### config.mk
export PLATFORM = sky130hd
export DESIGN_NAME = dma_mm2s_burst_engine
export DESIGN_NICKNAME = d
export VERILOG_FILES = /design/src/rtl/dma_mm2s_burst_engine.sv
export SDC_FILE = /design/constraint.sdc
export NUM_CORES = 1
export LEC_CHECK = 0
export ABC_AREA = 0
export CORE_MARGIN = 5
export CORE_UTILIZATION = 38
export CTS_CLUSTER_DIAMETER = 80
export DETAILED_ROUTE_END_ITERATION = 10
export MAX_ROUTING_LAYER = met4
export PLACE_DENSITY = 0.61
export SYNTH_ARGS = -nofsm -noshare
export SYNTH_HDL_FRONTEND = slang
export SYNTH_SLANG_ARGS = --single-unit
### constraint.sdc
create_clock -name m_axi_aclk -period 10.45 [get_ports m_axi_aclk]
set_clock_uncertainty 0.05 [all_clocks]
set_input_delay 2.6125 -clock m_axi_aclk [delete_from_list [all_inputs] [get_ports m_axi_aclk]]
set_output_delay 2.6125 -clock m_axi_aclk [all_outputs]
set_load 0.05 [all_outputs]
### src/rtl/dma_mm2s_burst_engine.sv
// MM2S read engine: splits one beat-length command into 4 KB-safe AXI4 INCR bursts
// and streams the returned data onto AXI-Stream with a single transfer-level tlast.
module dma_mm2s_burst_engine #(
   parameter int DATA_WIDTH      = 64,
   parameter int ADDR_WIDTH      = 32,
   parameter int LEN_WIDTH       = 16,
   parameter int MAX_BURST_LEN   = 16,
   parameter int MAX_OUTSTANDING = 4
) (
   input  logic                  m_axi_aclk,
   input  logic                  m_axi_areset,
   output logic [ADDR_WIDTH-1:0] m_mm2s_axi_araddr,
   output logic [7:0]            m_mm2s_axi_arlen,
   output logic [2:0]            m_mm2s_axi_arsize,
   output logic [1:0]            m_mm2s_axi_arburst,
   output logic [3:0]            m_mm2s_axi_arcache,
   output logic [2:0]            m_mm2s_axi_arprot,
   output logic                  m_mm2s_axi_arvalid,
   input  logic                  m_mm2s_axi_arready,
   input  logic [DATA_WIDTH-1:0] m_mm2s_axi_rdata,
   input  logic [1:0]            m_mm2s_axi_rresp,
   input  logic                  m_mm2s_axi_rlast,
   input  logic                  m_mm2s_axi_rvalid,
   output logic                  m_mm2s_axi_rready,
   output logic [DATA_WIDTH-1:0] m_mm2s_axis_tdata,
   output logic                  m_mm2s_axis_tvalid,
   output logic                  m_mm2s_axis_tlast,
   input  logic                  m_mm2s_axis_tready,
   input  logic                  read_start_i,
   input  logic [ADDR_WIDTH-1:0] read_addr_i,
   input  logic [LEN_WIDTH-1:0]  read_len_i,
   output logic                  read_busy_o,
   output logic                  read_done_o,
   output logic                  read_error_o
);

   localparam int SZ = $clog2(DATA_WIDTH / 8);
   localparam int CW = (LEN_WIDTH > 13) ? LEN_WIDTH : 13;

   typedef enum logic [1:0] {IDLE, ISSUE, DRAIN, DONE} state_t;

   state_t                state;
   logic [ADDR_WIDTH-1:0] addr;
   logic [LEN_WIDTH-1:0]  len;
   logic [LEN_WIDTH-1:0]  rem;
   logic [LEN_WIDTH-1:0]  beats;
   logic [3:0]            outstanding;

   logic [12:0]           to_bound_bytes;
   logic [CW-1:0]         to_bound;
   logic [CW-1:0]         rem_w;
   logic [CW-1:0]         max_w;
   logic [CW-1:0]         b1;
   logic [CW-1:0]         burst;
   logic                  ar_hs;
   logic                  r_hs;
   logic                  last_beat;
   logic                  final_r;
   logic [3:0]            out_nxt;
   logic                  can_issue;

   assign m_mm2s_axi_arsize  = 3'(SZ);
   assign m_mm2s_axi_arburst = 2'b01;
   assign m_mm2s_axi_arcache = 4'b0011;
   assign m_mm2s_axi_arprot  = 3'b000;

   assign m_mm2s_axis_tdata  = m_mm2s_axi_rdata;
   assign m_mm2s_axis_tvalid = m_mm2s_axi_rvalid & read_busy_o;
   assign m_mm2s_axi_rready  = m_mm2s_axis_tready & read_busy_o;
   assign m_mm2s_axis_tlast  = m_mm2s_axis_tvalid & last_beat;

   // addr/rem track the next un-presented burst, so they advance when an AR is presented
   assign to_bound_bytes = 13'd4096 - {1'b0, addr[11:0]};
   assign to_bound       = CW'(to_bound_bytes >> SZ);
   assign rem_w          = CW'(rem);
   assign max_w          = CW'(MAX_BURST_LEN);
   assign b1             = (rem_w < max_w) ? rem_w : max_w;
   assign burst          = (b1 < to_bound) ? b1 : to_bound;

   assign ar_hs     = m_mm2s_axi_arvalid & m_mm2s_axi_arready;
   assign r_hs      = m_mm2s_axi_rvalid & m_mm2s_axi_rready;
   assign last_beat = (beats == (len - LEN_WIDTH'(1)));
   assign final_r   = r_hs & last_beat;
   assign out_nxt   = outstanding + {3'b000, ar_hs} - {3'b000, r_hs & m_mm2s_axi_rlast};
   assign can_issue = (rem != '0) && (out_nxt < 4'(MAX_OUTSTANDING));

   always_ff @(posedge m_axi_aclk) begin
      if (m_axi_areset) begin
         state              <= IDLE;
         addr               <= '0;
         len                <= '0;
         rem                <= '0;
         beats              <= '0;
         outstanding        <= '0;
         m_mm2s_axi_araddr  <= '0;
         m_mm2s_axi_arlen   <= '0;
         m_mm2s_axi_arvalid <= 1'b0;
         read_busy_o        <= 1'b0;
         read_done_o        <= 1'b0;
         read_error_o       <= 1'b0;
      end else begin
         read_done_o <= 1'b0;
         outstanding <= out_nxt;
         if (r_hs) begin
            beats <= beats + LEN_WIDTH'(1);
            if (m_mm2s_axi_rresp != 2'b00) read_error_o <= 1'b1;
         end
         case (state)
            IDLE: begin
               if (read_start_i) begin
                  addr         <= read_addr_i;
                  len          <= read_len_i;
                  rem          <= read_len_i;
                  beats        <= '0;
                  outstanding  <= '0;
                  read_error_o <= 1'b0;
                  if (read_len_i != '0) begin
                     state       <= ISSUE;
                     read_busy_o <= 1'b1;
                  end else begin
                     state       <= DONE;
                     read_done_o <= 1'b1;
                  end
               end
            end
            ISSUE: begin
               if (final_r) begin
                  state              <= DONE;
                  read_busy_o        <= 1'b0;
                  read_done_o        <= 1'b1;
                  m_mm2s_axi_arvalid <= 1'b0;
               end else if (ar_hs && rem == '0) begin
                  m_mm2s_axi_arvalid <= 1'b0;
                  state              <= DRAIN;
               end else if ((!m_mm2s_axi_arvalid || m_mm2s_axi_arready) && can_issue) begin
                  m_mm2s_axi_araddr  <= addr;
                  m_mm2s_axi_arlen   <= 8'(burst - CW'(1));
                  m_mm2s_axi_arvalid <= 1'b1;
                  addr               <= addr + (ADDR_WIDTH'(burst) << SZ);
                  rem                <= rem - LEN_WIDTH'(burst);
               end else if (ar_hs) begin
                  m_mm2s_axi_arvalid <= 1'b0;
               end
            end
            DRAIN: begin
               if (final_r) begin
                  state       <= DONE;
                  read_busy_o <= 1'b0;
                  read_done_o <= 1'b1;
               end
            end
            DONE:    state <= IDLE;
            default: state <= IDLE;
         endcase
      end
   end

endmodule

Word-level counts from Yosys, hierarchy flattened
Index checks and enable logic that the tools add are counted.
Widths: inputs -> output; s select.
- register bits after elaboration: 130
- bits in latches: 0
- RAM bits: 0
- bits in read-only memories: 0
- logic and storage cells: 103
- memories: 0
- add/subtract/negate cells: 8
- multiply operators: 0
- divide/modulo/power cells: 0
- $lt $le $gt $ge: 3
- eq/ne operators: 12
- shifts and indexed selects: 0
- muxes and demuxes: 39
- bitwise logic cells: 9
- reductions and logical operators: 20
- operator list (kind ; count):
    $mux 16 ; 9
    $mux 32 ; 4
    $pmux 32 s2 ; 1
    $add 32x19->32 ; 1
    $pmux 16 s2 ; 1
    $reduce_bool 16->1 ; 2
    $add 16x1->16 const B ; 1
    $eq 16x16->1 ; 1
    $logic_not 16->1 ; 1
    $lt 16x10->1 ; 1
    $lt 16x5->1 const B ; 1
    $sub 16x1->16 const B ; 1
    $sub 16x16->16 ; 1
    $mux 1 ; 14
    $sub 13x12->13 const A ; 1
    $ne 2x2->1 const B ; 6
    $mux 2 ; 5
    $mux 4 ; 2
    $pmux 2 s4 ; 1
    $reduce_and 4->1 ; 2
    $sub 8x1->8 const B ; 1
    $and 1x1->1 ; 7
    $reduce_bool 2->1 ; 3
    $reduce_and 5->1 ; 1
    17 further kinds ; 23

Logic depth before layout (Yosys ltp)
- word-level depth: 11
- depth in mapped cells: 27

Worst setup path after synthesis
Ideal clock, no wire load.
- kind: input to output
- from: in m_mm2s_axi_rvalid
- to: out m_mm2s_axis_tlast
- arrival: 4.693 ns
- data required time: 7.788 ns
- path slack: 3.094 ns
- cell stages on the path: 6
- buffers on the path: 0
- cells stage by stage: and2_1 nand3_1 nor4b_1 nand3_1 a2111o_1 nor2_1
- cells in the longest elaborated chain, start to end: 2
- ends and longest elaborated chain (item ; RTL line ; RTL):
    start, declared ; 23 ; input logic m_mm2s_axi_rvalid,
    $and 1x1->1 ; 68 ; assign m_mm2s_axis_tvalid = m_mm2s_axi_rvalid & read_busy_o;
    $and 1x1->1 ; 70 ; assign m_mm2s_axis_tlast = m_mm2s_axis_tvalid & last_beat;
    end, declared ; 27 ; output logic m_mm2s_axis_tlast,
No other way between the ends.

Worst setup path in the final report
Same ends and word-level chain as after synthesis.

==> run metrics <==
most frequent cells in the layout 155 x nand2_1, 130 x dfxtp_1, 103 x a21oi_1; initial antenna violation count 0; peak supply drop between 0.0001 and 0.00015 V; Initial Util 38.7%; Final Slew Violations 0; status finished clean; Critical Path Source Type input pin; Critical Path AT ~5.2 ns; Hold Crit Class reg2reg; Port Buffers approximately 100; post-CTS resize count 0; NumNets Final approximately 1300; number of setup buffers added after CTS 0; Clock Pin Slew Worst Setup and Hold Paths 0.06 ns; Pwr Density 346 nW/um^2; Post-Place Worst Slack between 2 and 3 ns; final worst slack around 2.6 ns; layout cells sized above 1 under 10%; commonest non-fill, non-tap cell in the layout nand2_1; Seq/Total Area, Yosys 28.6%; Async SR Flop Fraction 0%; Setup violations, final 0; EDFF count, synth 0; H-tree Lvls 4; routed len/inst between 15 and 20 um; FMAX approximately 130 MHz; max_cap viols 0; Final Hold Vio Count 0; CTS tree yes; total power 3.60 mW; DR vias/cell 5.26; Worst Path Required between 7 and 8 ns; crit share post-route around three quarters; Mapped Area between 9000 and 10000 sq um; Bufs on Longest Clock Path 2; Post-Layout Cell Count 1492; chip width about 160 um; diode count 0; ANT nets after route 0; Top FF cell, synth dfxtp_1; Layout area overhead 14.3%; Cell Rows 56; Crit Path Class in2out; Combinational Power Share 60.8%; first-pass GRT wire length around 38 mm; vias in the first global route ~7600; io pins 244; Static Leak around 4.0 nW; TritonCTS Buffers 17; initial DRC count around 400; cell taking the most area after synthesis dfxtp_1; Worst-Margin Slew just over 0.9 ns; top post-synthesis cells by area dfxtp_1 29%, ha_1 7.1%, nand2_1 6.4%; Sw Ratio roughly 47%; Post-Syn Instances 1137; slew margin rel. about two fifths; Yosys top cell area share between 20% and 30%; gp weighted congestion between 0.8 and 0.9; register bit count reported by yosys 130; maximum number of pins on one net before global-route repair 78; Clock power frac ~18%; drt pass-1 iters 5; vias between 7000 and 8000; CTS Sinks 130; Hold WS between 0.3 and 0.4 ns; syn avg cell area 8.01 sq um; R2R depth 26; hold path cells 2; Tmin final just under 8 ns; core area ~24000 sq um; DIE HEIGHT around 160 um; dpl cells 1462; Max FO, Critical Path 2; unrepaired setup endpoints after global routing no; Synth cell types 83; DP HPWL roughly 17 mm; WL final roughly 24 mm; sequential share of power a little over a fifth; Synth warnings 0; gr ovfl total 0; die area approximately 27000 sq um; Pint 1.91 mW; drt drc 0; setup TNS 0 ns; Hold-fix buffers, CTS 0; Psw between 1.5 and 2 mW; Total GRT Usage 18.0%; Fill cells around 2400; Clock Latency Late Sink between 0.4 and 0.5 ns; CTS Root Cell clkbuf_16; CP Capture Type output port
## power groups by stage
stage               Clock (mW)  Sequential [mW]  Combinational [mW]
floorplan                    0            0.853                1.76
global placement             0            0.778                2.17
detailed placement           0            0.779                2.19
CTS                      0.651            0.770                2.20
global route             0.672            0.793                2.46
finish                   0.643            0.770                2.19
## layer usage
| layer | track usage (%) | part of all wire (%) | vias to the layer above |
|---|---|---|---|
| li1 | - | - | 3956 |
| met1 | 22.8 | 46 | 3679 |
| met2 | 29.5 | 47 | 195 |
| met3 | 3.87 | 5.6 | 19 |
| met4 | 4.12 | 1.1 | 0 |
| met5 | - | 0 | - |
## flip-flops by register name (all words and copies together), names as in the netlist
register	flops
m_mm2s_axi_arvalid	1
read_error_o	1
read_busy_o	1
outstanding	4
m_mm2s_axi_arlen	8
addr	32
read_done_o	1
m_mm2s_axi_araddr	32
state	2
rem	16
len	16
beats	16
## worst paths after layout
check | start | to | slack (ns)
worst max register to register | addr[0] | addr[25] | 3.16
worst min register to register | read_error_o | read_error_o | 0.39
worst max-delay path | m_mm2s_axi_rvalid | m_mm2s_axis_tlast | 2.63
worst min-delay path | read_error_o | read_error_o | 0.39
## cell families after synthesis
family | count (synthesis) | share of synthesized area (%)
AND/OR/NAND/NOR | 426 | 22.6
AO/OA/AOI/OAI | 276 | 21.5
buffers and inverters | 168 | 11.4
flip-flops | 130 | 28.6
XOR/XNOR | 56 | 5.39
adder cells (fa/ha/maj) | 55 | 7.81
multiplexers | 24 | 2.67
other | 2 | 0.0825
## synth_stat cells (4+ instances only)
master	instances
o31a_1	4
buf_12	4
a31oi_1	6
nand4_1	16
nand2_1	155
o21a_1	10
nor2_1	101
and3_1	15
ha_1	52
o21bai_1	4
xnor2_1	32
buf_6	7
inv_1	38
nand3_1	20
or3_1	13
a21o_1	8
clkbuf_1	38
a211o_1	5
buf_4	77
a211oi_2	25
or4_1	5
xor2_1	24
a22oi_1	4
nor4_1	11
nor2b_1	20
mux2i_1	22
o211ai_1	7
nand2b_1	11
o21ai_0	38
and2_1	10
a211oi_1	11
a21oi_1	103
a311oi_2	5
dfxtp_1	130
o22ai_1	6
nor3_1	21
o31ai_1	8
## worst max-delay path, stage by stage
cell and delay [ns]:
clkdlybuf4s50_1 0.46, and2_1 0.14, nand3_1 0.07, nor4b_1 0.48
nand3_1 0.14, a2111o_1 0.30, nor2_1 0.13, clkdlybuf4s50_1 0.82
## per-stage QoR
| step | instance area, sq um | utilization, % |
|---|---|---|
| after floorplan | 9200 | - |
| after global placement | 9790 | 41.6 |
| after detailed placement | 9790 | 41.6 |
| after CTS | 10400 | 44.2 |
| after global routing | 10400 | 44.2 |
| final | 10400 | 44.2 |
## area by class of cell
type / count / area (sq um) / area share (%)
Clock buffer: 18 / 439 / 4.22
Clock inverter: 12 / 181 / 1.74
Inverter: 38 / 143 / 1.37
Multi-Input combinational cell: 865 / 5560 / 53.4
Sequential cell: 130 / 2600 / 25.0
Tap cell: 319 / 399 / 3.83
Timing Repair Buffer: 110 / 1080 / 10.4
No activity file was read; power rests on OpenSTA's default activity.
==> edit 1, RTL diff (same flow settings) <==
Set the parameter `ADDR_WIDTH` to 16 (it was 32).
--- a/src/rtl/dma_mm2s_burst_engine.sv
+++ b/src/rtl/dma_mm2s_burst_engine.sv
@@ -2,7 +2,7 @@
 // and streams the returned data onto AXI-Stream with a single transfer-level tlast.
 module dma_mm2s_burst_engine #(
    parameter int DATA_WIDTH      = 64,
-   parameter int ADDR_WIDTH      = 32,
+   parameter int ADDR_WIDTH      = 16,
    parameter int LEN_WIDTH       = 16,
    parameter int MAX_BURST_LEN   = 16,
    parameter int MAX_OUTSTANDING = 4
Interface: changed (resized m_mm2s_axi_araddr and read_addr_i); port bits go from 244 to 212. No check against the original RTL was run, so the function may have changed too.
==> edit 1 against the original RTL <==
- worst setup slack worse by 0.32 ns
- power is 13% lower
- via count down 19%
- sequential cell count is 32 lower
- synthesized area fell by 17%
- worst hold slack gained 0.0062 ns
- routed wire length decreased by 22%
- cell area decreased by 21%
- critical path type unchanged
- critical endpoint unchanged
- largest cell class unchanged
- largest power group unchanged
==> edit 1: results <==
group,metric,value,unit
route,drt-pass1-iter-count,5,
global_routing,first_global_vias,6000,
yosys,ys.flop_type,"dfxtp_1",
critical_path,rrSetupSlack,3.43,ns
layout,stdcell_count,1220,
cts,cts-buffers-inserted,9,
place,dp_hpwl,13.92,mm
yosys,synth-async-reset-ratio,0,
route,vias,6359,
yosys,synth_cell_types,87,
cts,clockBufferDepth,2,
cts,htree_levels,3,
place,io_buffers,71,
route,routed_wl,18.65,mm
global_routing,grt_pass1_wl,30.36,mm
status,status,"finished clean",
yosys,synthTopCellsByArea,"dfxtp_1 26%, buf_4 7.7%, ha_1 7.1%, nor2_1 5.0%, nand2_1 4.7%",
place,placed_area,7926,sq um
layout,fin_nets,1100,
route,drtAntennaViolNets,0,
critical_path,cp_max_fo,3,
cts,cts_setup_buffers,0,
yosys,syn_inst,963,
power,p_leak,3.241,nW
timing,whs,0.3998,ns
place,place_congestion,0.9150,
cts,cts_resized,0,
critical_path,rr_endpoint,"addr[15]",
global_routing,grt_usage,0.1695,
timing,relSlewSlack,0.2242,
power,vdd_drop_max,0.1525,mV
yosys,synth_seq_area_share,0.2605,
cts,root_buffer,"clkbuf_16",
critical_path,r2r_start,"addr[0]",
global_routing,grt_max_degree,77,
place,pre_cts_slack,2.316,ns
worst_hold_path,min_path_type,"reg2reg",
layout,drive_above_1_share,0.05340,
route,drt_iter0_markers,402,
cts,clkLatencyLatePin,0.36,ns
critical_path,reg2reg_depth,25,
yosys,synth_common_cells,"101 x nor2_1, 98 x dfxtp_1, 94 x nand2_1",
timing,maxSlewViolCount,0,
timing,setup_viol,0,
[edit 1: cell count changes after synthesis, sizes merged, moves of 8 or more]
cell	before	now
nand2	156	94
a21oi	105	72
dfxtp	130	98
a211oi	36	21
nor2b	20	7
ha	52	43
inv	38	46
[edit 1: logic make-up after synthesis]
logic type	Yosys count	synth area share
flip-flops	98	0.2605
buffers and inverters	168	0.1243
XOR/XNOR	68	0.08256
AND/OR/NAND/NOR	327	0.2135
other	2	0.0009970
adder cells (fa/ha/maj)	45	0.07674
multiplexers	31	0.04153
AO/OA/AOI/OAI	224	0.2000
[edit 1: cell type report]
class | count | area [sq um]
clock buffers | 10 | 229.0
clock inverters | 6 | 96.34
fillers | 1998 | 11210
inverters | 47 | 176.4
multi-input cells | 720 | 4728
flip-flops and latches | 98 | 1962
well taps | 265 | 331.6
repair buffers | 74 | 728.2
[edit 1: worst max path at each step]
stage	startpoint	to	slack [ns]
floorplan	m_mm2s_axi_rvalid	m_mm2s_axis_tlast	3.04
global placement	m_mm2s_axi_rvalid	m_mm2s_axis_tlast	2.31
detailed placement	m_mm2s_axi_rvalid	m_mm2s_axis_tlast	2.32
CTS	m_mm2s_axi_rvalid	m_mm2s_axis_tlast	2.30
global route	m_mm2s_axi_rvalid	m_mm2s_axis_tlast	2.19
finish	m_mm2s_axi_rvalid	m_mm2s_axis_tlast	2.32
[edit 1: where the power goes]
| part | internal (mW) | total, mW | leakage [nW] | switching (mW) |
|---|---|---|---|---|
| Combinational | 0.838 | 2.13 | 2.28 | 1.29 |
| Sequential | 0.478 | 0.628 | 0.801 | 0.150 |
| Clock | 0.213 | 0.376 | 0.155 | 0.163 |
| Total | 1.53 | 3.13 | 3.24 | 1.60 |
[edit 1: critical path, cell delays in order]
cell and delay, ns:
clkdlybuf4s50_1 0.46, and2_1 0.15, nand3_1 0.07, nor3_1 0.14, nand3_1 0.10, or4_1 0.52
or4_4 0.52, inv_1 0.08, clkdlybuf4s50_1 0.81
[edit 1: per-layer routing]
metal	up-vias	track usage	wire length, um
met5	-	-	0
met4	0	0.04669	303
met3	23	0.03142	865
met2	134	0.2677	8639
met1	2938	0.2235	8841
li1	3264	-	-
==> edit 2, RTL diff (same flow settings) <==
Made on the original files. Put one more register stage on the output `read_error_o`, cleared by the reset. The value now appears one clock later. The other outputs are not delayed to match.
--- a/src/rtl/dma_mm2s_burst_engine.sv
+++ b/src/rtl/dma_mm2s_burst_engine.sv
@@ -38,6 +38,8 @@
    localparam int CW = (LEN_WIDTH > 13) ? LEN_WIDTH : 13;
 
    typedef enum logic [1:0] {IDLE, ISSUE, DRAIN, DONE} state_t;
+
+   logic read_error_s0;
 
    state_t                state;
    logic [ADDR_WIDTH-1:0] addr;
@@ -97,13 +99,13 @@
          m_mm2s_axi_arvalid <= 1'b0;
          read_busy_o        <= 1'b0;
          read_done_o        <= 1'b0;
-         read_error_o       <= 1'b0;
+         read_error_s0      <= 1'b0;
       end else begin
          read_done_o <= 1'b0;
          outstanding <= out_nxt;
          if (r_hs) begin
             beats <= beats + LEN_WIDTH'(1);
-            if (m_mm2s_axi_rresp != 2'b00) read_error_o <= 1'b1;
+            if (m_mm2s_axi_rresp != 2'b00) read_error_s0 <= 1'b1;
          end
          case (state)
             IDLE: begin
@@ -113,7 +115,7 @@
                   rem          <= read_len_i;
                   beats        <= '0;
                   outstanding  <= '0;
-                  read_error_o <= 1'b0;
+                  read_error_s0 <= 1'b0;
                   if (read_len_i != '0) begin
                      state       <= ISSUE;
                      read_busy_o <= 1'b1;
@@ -155,5 +157,13 @@
       end
    end
 
+   always_ff @(posedge m_axi_aclk) begin
+      if (m_axi_areset) begin
+         read_error_o <= '0;
+      end else begin
+         read_error_o <= read_error_s0;
+      end
+   end
+
 endmodule
 
Check against the original RTL: not equivalent (a bounded check fails within 4 cycles, from zero or initial values and one cycle with m_axi_areset high).
==> edit 2 against the original RTL <==
- non-clock buffer count rose by 1
- routed wire length fell by 3.3%
- cell area fell by 0.37%
- worst setup slack improved by 0.41 ns
- sequential cell count rose by 1
- synthesized area rose by 0.43%
- combinational power rose by 4%
- global-route usage fell by 0.59 points
- power rose by 0.58%
==> edit 2: results <==
group,metric,value,unit
yosys,synth_fa_ha_area_frac,0.07773,
route,drt_iter0_markers,542,
yosys,synthTopCellsByArea,"dfxtp_1 29%, ha_1 7.1%, mux2i_1 6.9%, buf_4 6.2%, nor2_1 5.7%",
critical_path,rr_endpoint,"addr[27]",
layout,inverters,40,
status,status,"finished clean",
route,vias,7627,
yosys,synth_compound_area_frac,0.1871,
cts,htree_levels,4,
layout,clkbuf_count,19,
global_routing,grt_usage,0.1738,
power,power_frac_comb,0.631,
power,vdd_drop_max,0.1661,mV
power,p_leak,4.255,nW
layout,num-fill-cells,2389,
layout,multi_input_gates,840,
layout,sequential_cell_total,131,
global_routing,grt_pass1_wl,37.07,mm
place,dp_hpwl,16.88,mm
critical_path,worst_path_largest_cell_delay,0.79,ns
place,placed_area,9837,sq um
layout,seq_share,0.2529,
power,sw_frac_of_total,0.4751,
yosys,synth_seq_area_share,0.2868,
layout,clk_share,0.05151,
layout,signal_buffers,111,
power,power_frac_clock,0.152,
critical_path,reg2reg_depth,27,
place,place_congestion,0.8535,
layout,layout.nonclk_buf_frac,0.1050,
timing,relSlewSlack,0.2713,
yosys,synth_common_cells,"140 x nor2_1, 131 x dfxtp_1, 101 x nand2_1",
power,power_density,349.3,nW/um^2
critical_path,rrSetupSlack,3.31,ns
critical_path,cp.arrival,4.75,ns
route,wl_per_cell,15.65,um
yosys,synth_cell_types,74,
yosys,synthMuxAreaShare,0.06897,
layout,multi_input_area,5577,sq um
layout,fin_nets,1317,
layout,top_regs,"addr x32, m_mm2s_axi_araddr x32",
layout,drive_above_1_share,0.07025,
edit 2: cell count changes in the layout (fill, tap and decap cells not counted), moves of 8 or more:
cell,delta
a21oi_1,-33
mux2i_1,+41
nand2_1,-54
nor2_1,+40
o21ai_0,+11
xnor2_1,+8
edit 2: metrics by stage:
stage | util | setup WS (ns) | instances | hold WS, ns | total power, mW
2_1_floorplan | - | 3.620 | 1145 | 0.3660 | 2.699
3_3_place_gp | 0.4166 | 3.046 | 1441 | 0.3742 | 3.048
3_5_place_dp | 0.4166 | 3.022 | 1441 | 0.3775 | 3.071
4_1_cts | 0.4392 | 3.023 | 1472 | 0.3852 | 3.643
5_1_grt | 0.4392 | 2.775 | 1472 | 0.4005 | 3.943
6_report | 0.4392 | 3.041 | 1472 | 0.3820 | 3.622
edit 2: routing by layer:
layer,up-vias,part of all wire,global-route usage
met5,-,0,-
met4,0,0.0089,0.03365
met3,21,0.044,0.04021
met2,165,0.47,0.2773
met1,3574,0.48,0.2279
li1,3867,-,-
